## src/rtl/divisor_restoring_4b.sv

```systemverilog
// divisor_restoring_4b
//   Sequential restoring divider. A start pulse in IDLE latches num/den.
//   One quotient bit is produced per clock. A one-cycle done pulse marks
//   the point where result/rest/div_zero become valid.
//   Those outputs hold their value while a division is running, so the
//   downstream display mux never shows partial values.
//
// Ports
//   clk_i        rising-edge clock
//   rst_i        asynchronous reset, active-high
//   start_i      request a division; accepted only in IDLE
//   num_i        dividend, unsigned, sampled on the accepting edge
//   den_i        divisor, unsigned, sampled on the accepting edge
//   result_o     quotient (all ones when den was 0)
//   rest_o       remainder (num when den was 0)
//   busy_o       high while iterating
//   done_o       one-cycle completion pulse
//   div_zero_o   last accepted division had den == 0

module divisor_restoring_4b #(
    parameter int unsigned WIDTH = 4
) (
    input  logic             clk_i,
    input  logic             rst_i,
    input  logic             start_i,
    input  logic [WIDTH-1:0] num_i,
    input  logic [WIDTH-1:0] den_i,
    output logic [WIDTH-1:0] result_o,
    output logic [WIDTH-1:0] rest_o,
    output logic             busy_o,
    output logic             done_o,
    output logic             div_zero_o
);

    localparam int unsigned CntW = (WIDTH > 1) ? $clog2(WIDTH) : 1;

    typedef enum logic [1:0] {StIdle, StCalc, StDone} state_e;

    state_e           state_q;
    logic [WIDTH:0]   a_q;        // partial remainder, one guard bit
    logic [WIDTH-1:0] q_q;        // dividend shifting out, quotient shifting in
    logic [WIDTH-1:0] d_q;
    logic [CntW-1:0]  cnt_q;
    logic [WIDTH-1:0] result_q;
    logic [WIDTH-1:0] rest_q;
    logic             busy_q;
    logic             done_q;
    logic             div_zero_q;

    // One restoring step. The extra top bit of diff acts as the borrow flag.
    logic [WIDTH+1:0] a_shift;
    logic [WIDTH+1:0] diff;
    logic             borrow;
    logic [WIDTH:0]   a_d;
    logic [WIDTH-1:0] q_d;
    logic             last_iter;

    always_comb begin
        a_shift   = {a_q, q_q[WIDTH-1]};
        diff      = a_shift - {2'b00, d_q};
        borrow    = diff[WIDTH+1];
        a_d       = borrow ? a_shift[WIDTH:0] : diff[WIDTH:0];
        q_d       = {q_q[WIDTH-2:0], ~borrow};
        last_iter = (cnt_q == CntW'(WIDTH - 1));
    end

    always_ff @(posedge clk_i or posedge rst_i) begin
        if (rst_i) begin
            state_q    <= StIdle;
            a_q        <= '0;
            q_q        <= '0;
            d_q        <= '0;
            cnt_q      <= '0;
            result_q   <= '0;
            rest_q     <= '0;
            busy_q     <= 1'b0;
            done_q     <= 1'b0;
            div_zero_q <= 1'b0;
        end else begin
            unique case (state_q)
                StIdle: begin
                    if (start_i) begin
                        d_q   <= den_i;
                        q_q   <= num_i;
                        a_q   <= '0;
                        cnt_q <= '0;
                        if (den_i == '0) begin
                            // Divide by zero finishes immediately with fixed outputs.
                            result_q   <= '1;
                            rest_q     <= num_i;
                            div_zero_q <= 1'b1;
                            done_q     <= 1'b1;
                            state_q    <= StDone;
                        end else begin
                            busy_q     <= 1'b1;
                            div_zero_q <= 1'b0;
                            state_q    <= StCalc;
                        end
                    end
                end
                StCalc: begin
                    a_q   <= a_d;
                    q_q   <= q_d;
                    cnt_q <= cnt_q + 1'b1;
                    if (last_iter) begin
                        result_q <= q_d;
                        rest_q   <= a_d[WIDTH-1:0];
                        busy_q   <= 1'b0;
                        done_q   <= 1'b1;
                        state_q  <= StDone;
                    end
                end
                StDone: begin
                    done_q  <= 1'b0;
                    state_q <= StIdle;
                end
                default: begin
                    state_q <= StIdle;
                end
            endcase
        end
    end

    assign result_o   = result_q;
    assign rest_o     = rest_q;
    assign busy_o     = busy_q;
    assign done_o     = done_q;
    assign div_zero_o = div_zero_q;

endmodule
```

## config.mk

```make
export PLATFORM = sky130hd
export DESIGN_NAME = divisor_restoring_4b
export DESIGN_NICKNAME = d
export VERILOG_FILES = /design/src/rtl/divisor_restoring_4b.sv
export SDC_FILE = /design/constraint.sdc
export NUM_CORES = 1
export LEC_CHECK = 0
export ABC_CLOCK_PERIOD_IN_PS = 2500
export BUFFER_PORTS_ARGS = -buffer_cell sky130_fd_sc_hd__buf_2
export CORE_ASPECT_RATIO = 1.75
export CORE_MARGIN = 3
export CORE_UTILIZATION = 55
export DETAILED_ROUTE_END_ITERATION = 6
export GPL_ROUTABILITY_DRIVEN = 0
export HOLD_SLACK_MARGIN = 0.15
export PLACE_DENSITY = 0.77
export SLEW_MARGIN = 30
export SYNTH_ARGS = -nofsm -noshare
export SYNTH_HDL_FRONTEND = slang
export SYNTH_SLANG_ARGS = --single-unit
export TNS_END_PERCENT = 1
```

## constraint.sdc

```tcl
create_clock -name clk_i -period 2.5 [get_ports clk_i]
set_input_delay 0.375 -clock clk_i [delete_from_list [all_inputs] [get_ports clk_i]]
set_output_delay 0.375 -clock clk_i [all_outputs]
set_load 0.03 [all_outputs]
```

==> impl_metrics.prom <==
# TYPE chip_impl_metric gauge
chip_impl_info{name="outcome",value="completed"} 1
chip_impl_metric{name="core.rowCount",unit=""} 24
chip_impl_metric{name="chipHeight",unit="µm"} 74.5
chip_impl_metric{name="timing_hold_violations_final",unit=""} 0
chip_impl_metric{name="critical_path_required",unit="ns"} 2.66
chip_impl_metric{name="fillCellCount",unit=""} 209
chip_impl_metric{name="leakage",unit="nW"} 0.780
chip_impl_metric{name="first_pass_iters",unit=""} 4
chip_impl_metric{name="setup_tns",unit="ns"} 0
chip_impl_metric{name="numPortBuffers",unit=""} 21
chip_impl_metric{name="mappedNetlistArea",unit="mm²"} 0.00147
chip_impl_info{name="setup_repair_after_global_routing_missed_its_margin",value="no"} 1
chip_impl_metric{name="dpl.hpwl",unit="mm"} 2.58
chip_impl_metric{name="async_reset_ff_share",unit="%"} 100
chip_impl_metric{name="postSynthNetCount",unit=""} 169
chip_impl_info{name="cell_by_cell_trace_of_the_critical_path",value="ha_1 > a211o_1 > a21oi_2 > nand3_2 > a32o_2 > o32a_1"} 1
chip_impl_metric{name="ant_nets",unit=""} 0
chip_impl_metric{name="power_per_cell_area",unit="mW/mm²"} 1540
chip_impl_metric{name="synth.yosys.seq_area_share",unit="%"} 47.6
chip_impl_metric{name="cts_post_setup_buffers_inserted",unit=""} 0
chip_impl_metric{name="grtUsageTotal",unit="%"} 22.1
chip_impl_metric{name="vias_per_cell",unit=""} 6.00
chip_impl_metric{name="cap_viol_max_count",unit=""} 0
chip_impl_metric{name="post_route_cells_drive_above_1_share",unit="%"} 22.7
chip_impl_metric{name="grt_remaining_overflow",unit=""} 0
chip_impl_metric{name="min_period_over_period",unit="%"} 88.7
chip_impl_metric{name="diode_insertion_count_for_antenna_repair",unit=""} 0
chip_impl_metric{name="post_synth_inst_count",unit=""} 152
chip_impl_metric{name="yosys.cell_types.count",unit=""} 41
chip_impl_metric{name="worstSkewPairLatency",unit="ns"} 0.27
chip_impl_info{name="cts_tree",value="built"} 1
chip_impl_metric{name="design.portCount",unit=""} 22
chip_impl_metric{name="floorplan.die_area",unit="mm²"} 0.00336
chip_impl_info{name="startpoint_type",value="flip-flop"} 1
chip_impl_info{name="synth-main-ff-cell",value="dfrtp_1"} 1
chip_impl_metric{name="dieWidth",unit="µm"} 45.1
chip_impl_metric{name="tritoncts.num_buffers",unit=""} 3
chip_impl_metric{name="number_of_synthesized_register_bits",unit=""} 28
chip_impl_metric{name="final_net_count",unit=""} 194
chip_impl_metric{name="cts_max_level",unit=""} 1
chip_impl_metric{name="clock_skew",unit="ns"} 0.00359
chip_impl_metric{name="totalWireLength",unit="mm"} 3.39
chip_impl_metric{name="multi_input_comb_area",unit="µm²"} 704
chip_impl_info{name="cp-end-kind",value="flip-flop"} 1
chip_impl_metric{name="clk_path_buf_depth",unit=""} 2
chip_impl_metric{name="actual_transition_at_the_worst_max_transition_pin",unit="ns"} 0.589
chip_impl_metric{name="cp_slowest_stage_delay",unit="ns"} 0.40
chip_impl_metric{name="drc",unit=""} 0
chip_impl_info{name="holdCritPathClass",value="in -> reg"} 1
chip_impl_metric{name="final-seq-area",unit="µm²"} 701
chip_impl_metric{name="final_critical_path_required_period",unit="ns"} 2.22
chip_impl_info{name="timing_worst_setup_path_type",value="reg -> reg"} 1
chip_impl_metric{name="grt_max_degree",unit=""} 29
chip_impl_info{name="layout_commonest_cell",value="dfrtp_1"} 1
chip_impl_metric{name="cts.sink_count",unit=""} 28
chip_impl_metric{name="setup_viol",unit=""} 0
chip_impl_metric{name="synth-edff-count",unit=""} 0
chip_impl_metric{name="fmaxAchievable",unit="MHz"} 451
chip_impl_info{name="critical-path-slowest-cell",value="dfrtp_1"} 1
chip_impl_metric{name="vdd_ir_drop_max",unit="µV"} 945
chip_impl_metric{name="grt_pass1_wl",unit="mm"} 5.49
chip_impl_metric{name="synthesis.area_per_instance",unit="µm²"} 9.69
chip_impl_metric{name="area_delta_synth_final",unit="%"} 13.8
chip_impl_metric{name="detailedRoute.firstIterationViolations",unit=""} 30
chip_impl_metric{name="finalMaxSlewViolations",unit=""} 0
chip_impl_metric{name="worst_slew_margin_rel",unit="%"} 60.5
chip_impl_metric{name="dpl.cell_count",unit=""} 197
chip_impl_metric{name="worst_ep_arrival_time",unit="ns"} 2.38
chip_impl_metric{name="final-instance-count-excl-fill",unit=""} 202
chip_impl_info{name="mostFrequentLayoutCells",value="dfrtp_1, buf_2, nand2_1"} 1
chip_impl_metric{name="grt_pass1_vias",unit=""} 1233
chip_impl_metric{name="fp.coreArea",unit="mm²"} 0.00252
chip_impl_metric{name="crit_fanout",unit=""} 8
chip_impl_metric{name="start_util",unit="%"} 58.4
chip_impl_info{name="cts-root-buf",value="clkbuf_8"} 1
chip_impl_metric{name="antenna_found_initial",unit=""} 0
chip_impl_metric{name="avgRoutedWirePerCell",unit="µm"} 16.8
chip_impl_metric{name="yosysWarnings",unit=""} 0
chip_impl_metric{name="vias_after_detailed_routing",unit=""} 1213
chip_impl_metric{name="cts.reportedPaths.clkPinSlew",unit="ns"} 0.09
## metrics by stage
stage	total power [mW]	utilization (%)	setup slack (ns)	area, µm²	hold slack [ns]
2_1_floorplan	1.95	-	0.409	1470	0.440
3_3_place_gp	2.24	63.8	0.375	1610	0.446
3_5_place_dp	2.30	63.8	0.306	1610	0.451
4_1_cts	2.60	66.4	0.295	1680	0.354
5_1_grt	2.79	66.4	0.182	1680	0.360
6_report	2.58	66.4	0.282	1680	0.355
## area by class of cell
class                   instances  share of cell area [%]
multi-input cells             108                    42.0
flip-flops and latches         28                    41.8
well taps                      26                    1.94
clock buffers                   4                    3.29
inverters                      10                    2.24
repair buffers                 26                    8.66
## routing by layer
metal | global-route usage, % | wire length [µm]
met5 | 0 | 0
met4 | 11.1 | 96
met3 | 2.42 | 87
met2 | 40.5 | 1890
met1 | 23.9 | 1320
## where the power goes
group	switching (mW)	internal [mW]
Sequential	0.163	0.664
Clock	0.131	0.141
Combinational	0.901	0.582
Total	1.20	1.39
## worst paths after layout
path | cells after the start | start | slack (ns) | end
worst min-delay path | 3 | den_i[1] | 0.36 | d_q[1]
worst max register to register | 6 | a_q[2] | 0.28 | rest_o[3]
max in group asynchronous | 4 | rst_i | 1.53 | a_q[0]
min in group asynchronous | 4 | rst_i | 0.71 | done_o
worst min register to register | 1 | div_zero_o | 0.51 | div_zero_o
worst max-delay path | 6 | a_q[2] | 0.28 | rest_o[3]
## what timing repair did
item,4_1_cts,5_1_grt
setup endpoints to repair,0,0
hold buffers,1,0
endpoints found under the hold margin,13,0
resized for setup,0,0
## cell usage after synthesis, types with 2 or more instances
cell      count  area (µm²)
ha_1          5        62.6
nand3_1       4        20.0
nand3b_1      2        15.0
nand2b_1      2        12.5
a21o_2        2        17.5
nor2b_1       2        12.5
a31oi_1       3        18.8
dfrtp_1      28         701
a21o_1        2        15.0
nand2_1      16        60.1
mux2_2        2        22.5
o21ai_0      14        70.1
inv_1        10        37.5
a21oi_1      12        60.1
mux2i_1       5        50.1
clkbuf_1      3        11.3
o22ai_1       2        12.5
nor2_1       14        52.6
nor3b_1       2        15.0
## registers in the layout, summed over array words and instances, names as in the netlist
name / flops
a_q: 5
busy_o: 1
cnt_q: 2
d_q: 4
div_zero_o: 1
done_o: 1
q_q: 4
rest_o: 4
result_o: 4
state_q: 2
## cell families after synthesis
kind of cell / synth area share, %
muxes: 4.93
buffers and inverters: 4.93
and+or+nand+nor: 17.1
DFF: 47.6
xor gates and xnor gates: 0.595
AOI/OAI and AO/OA: 19.3
adders and majority gates: 5.61
## worst max-delay path: cells and delay by family (launching register included)
family | cells | cell delay [ns]
AO/OA/AOI/OAI | 4 | 1.14
flip-flops | 1 | 0.40
adder cells (fa/ha/maj) | 1 | 0.40
AND/OR/NAND/NOR | 1 | 0.18
No activity file was read; power rests on OpenSTA's default activity.
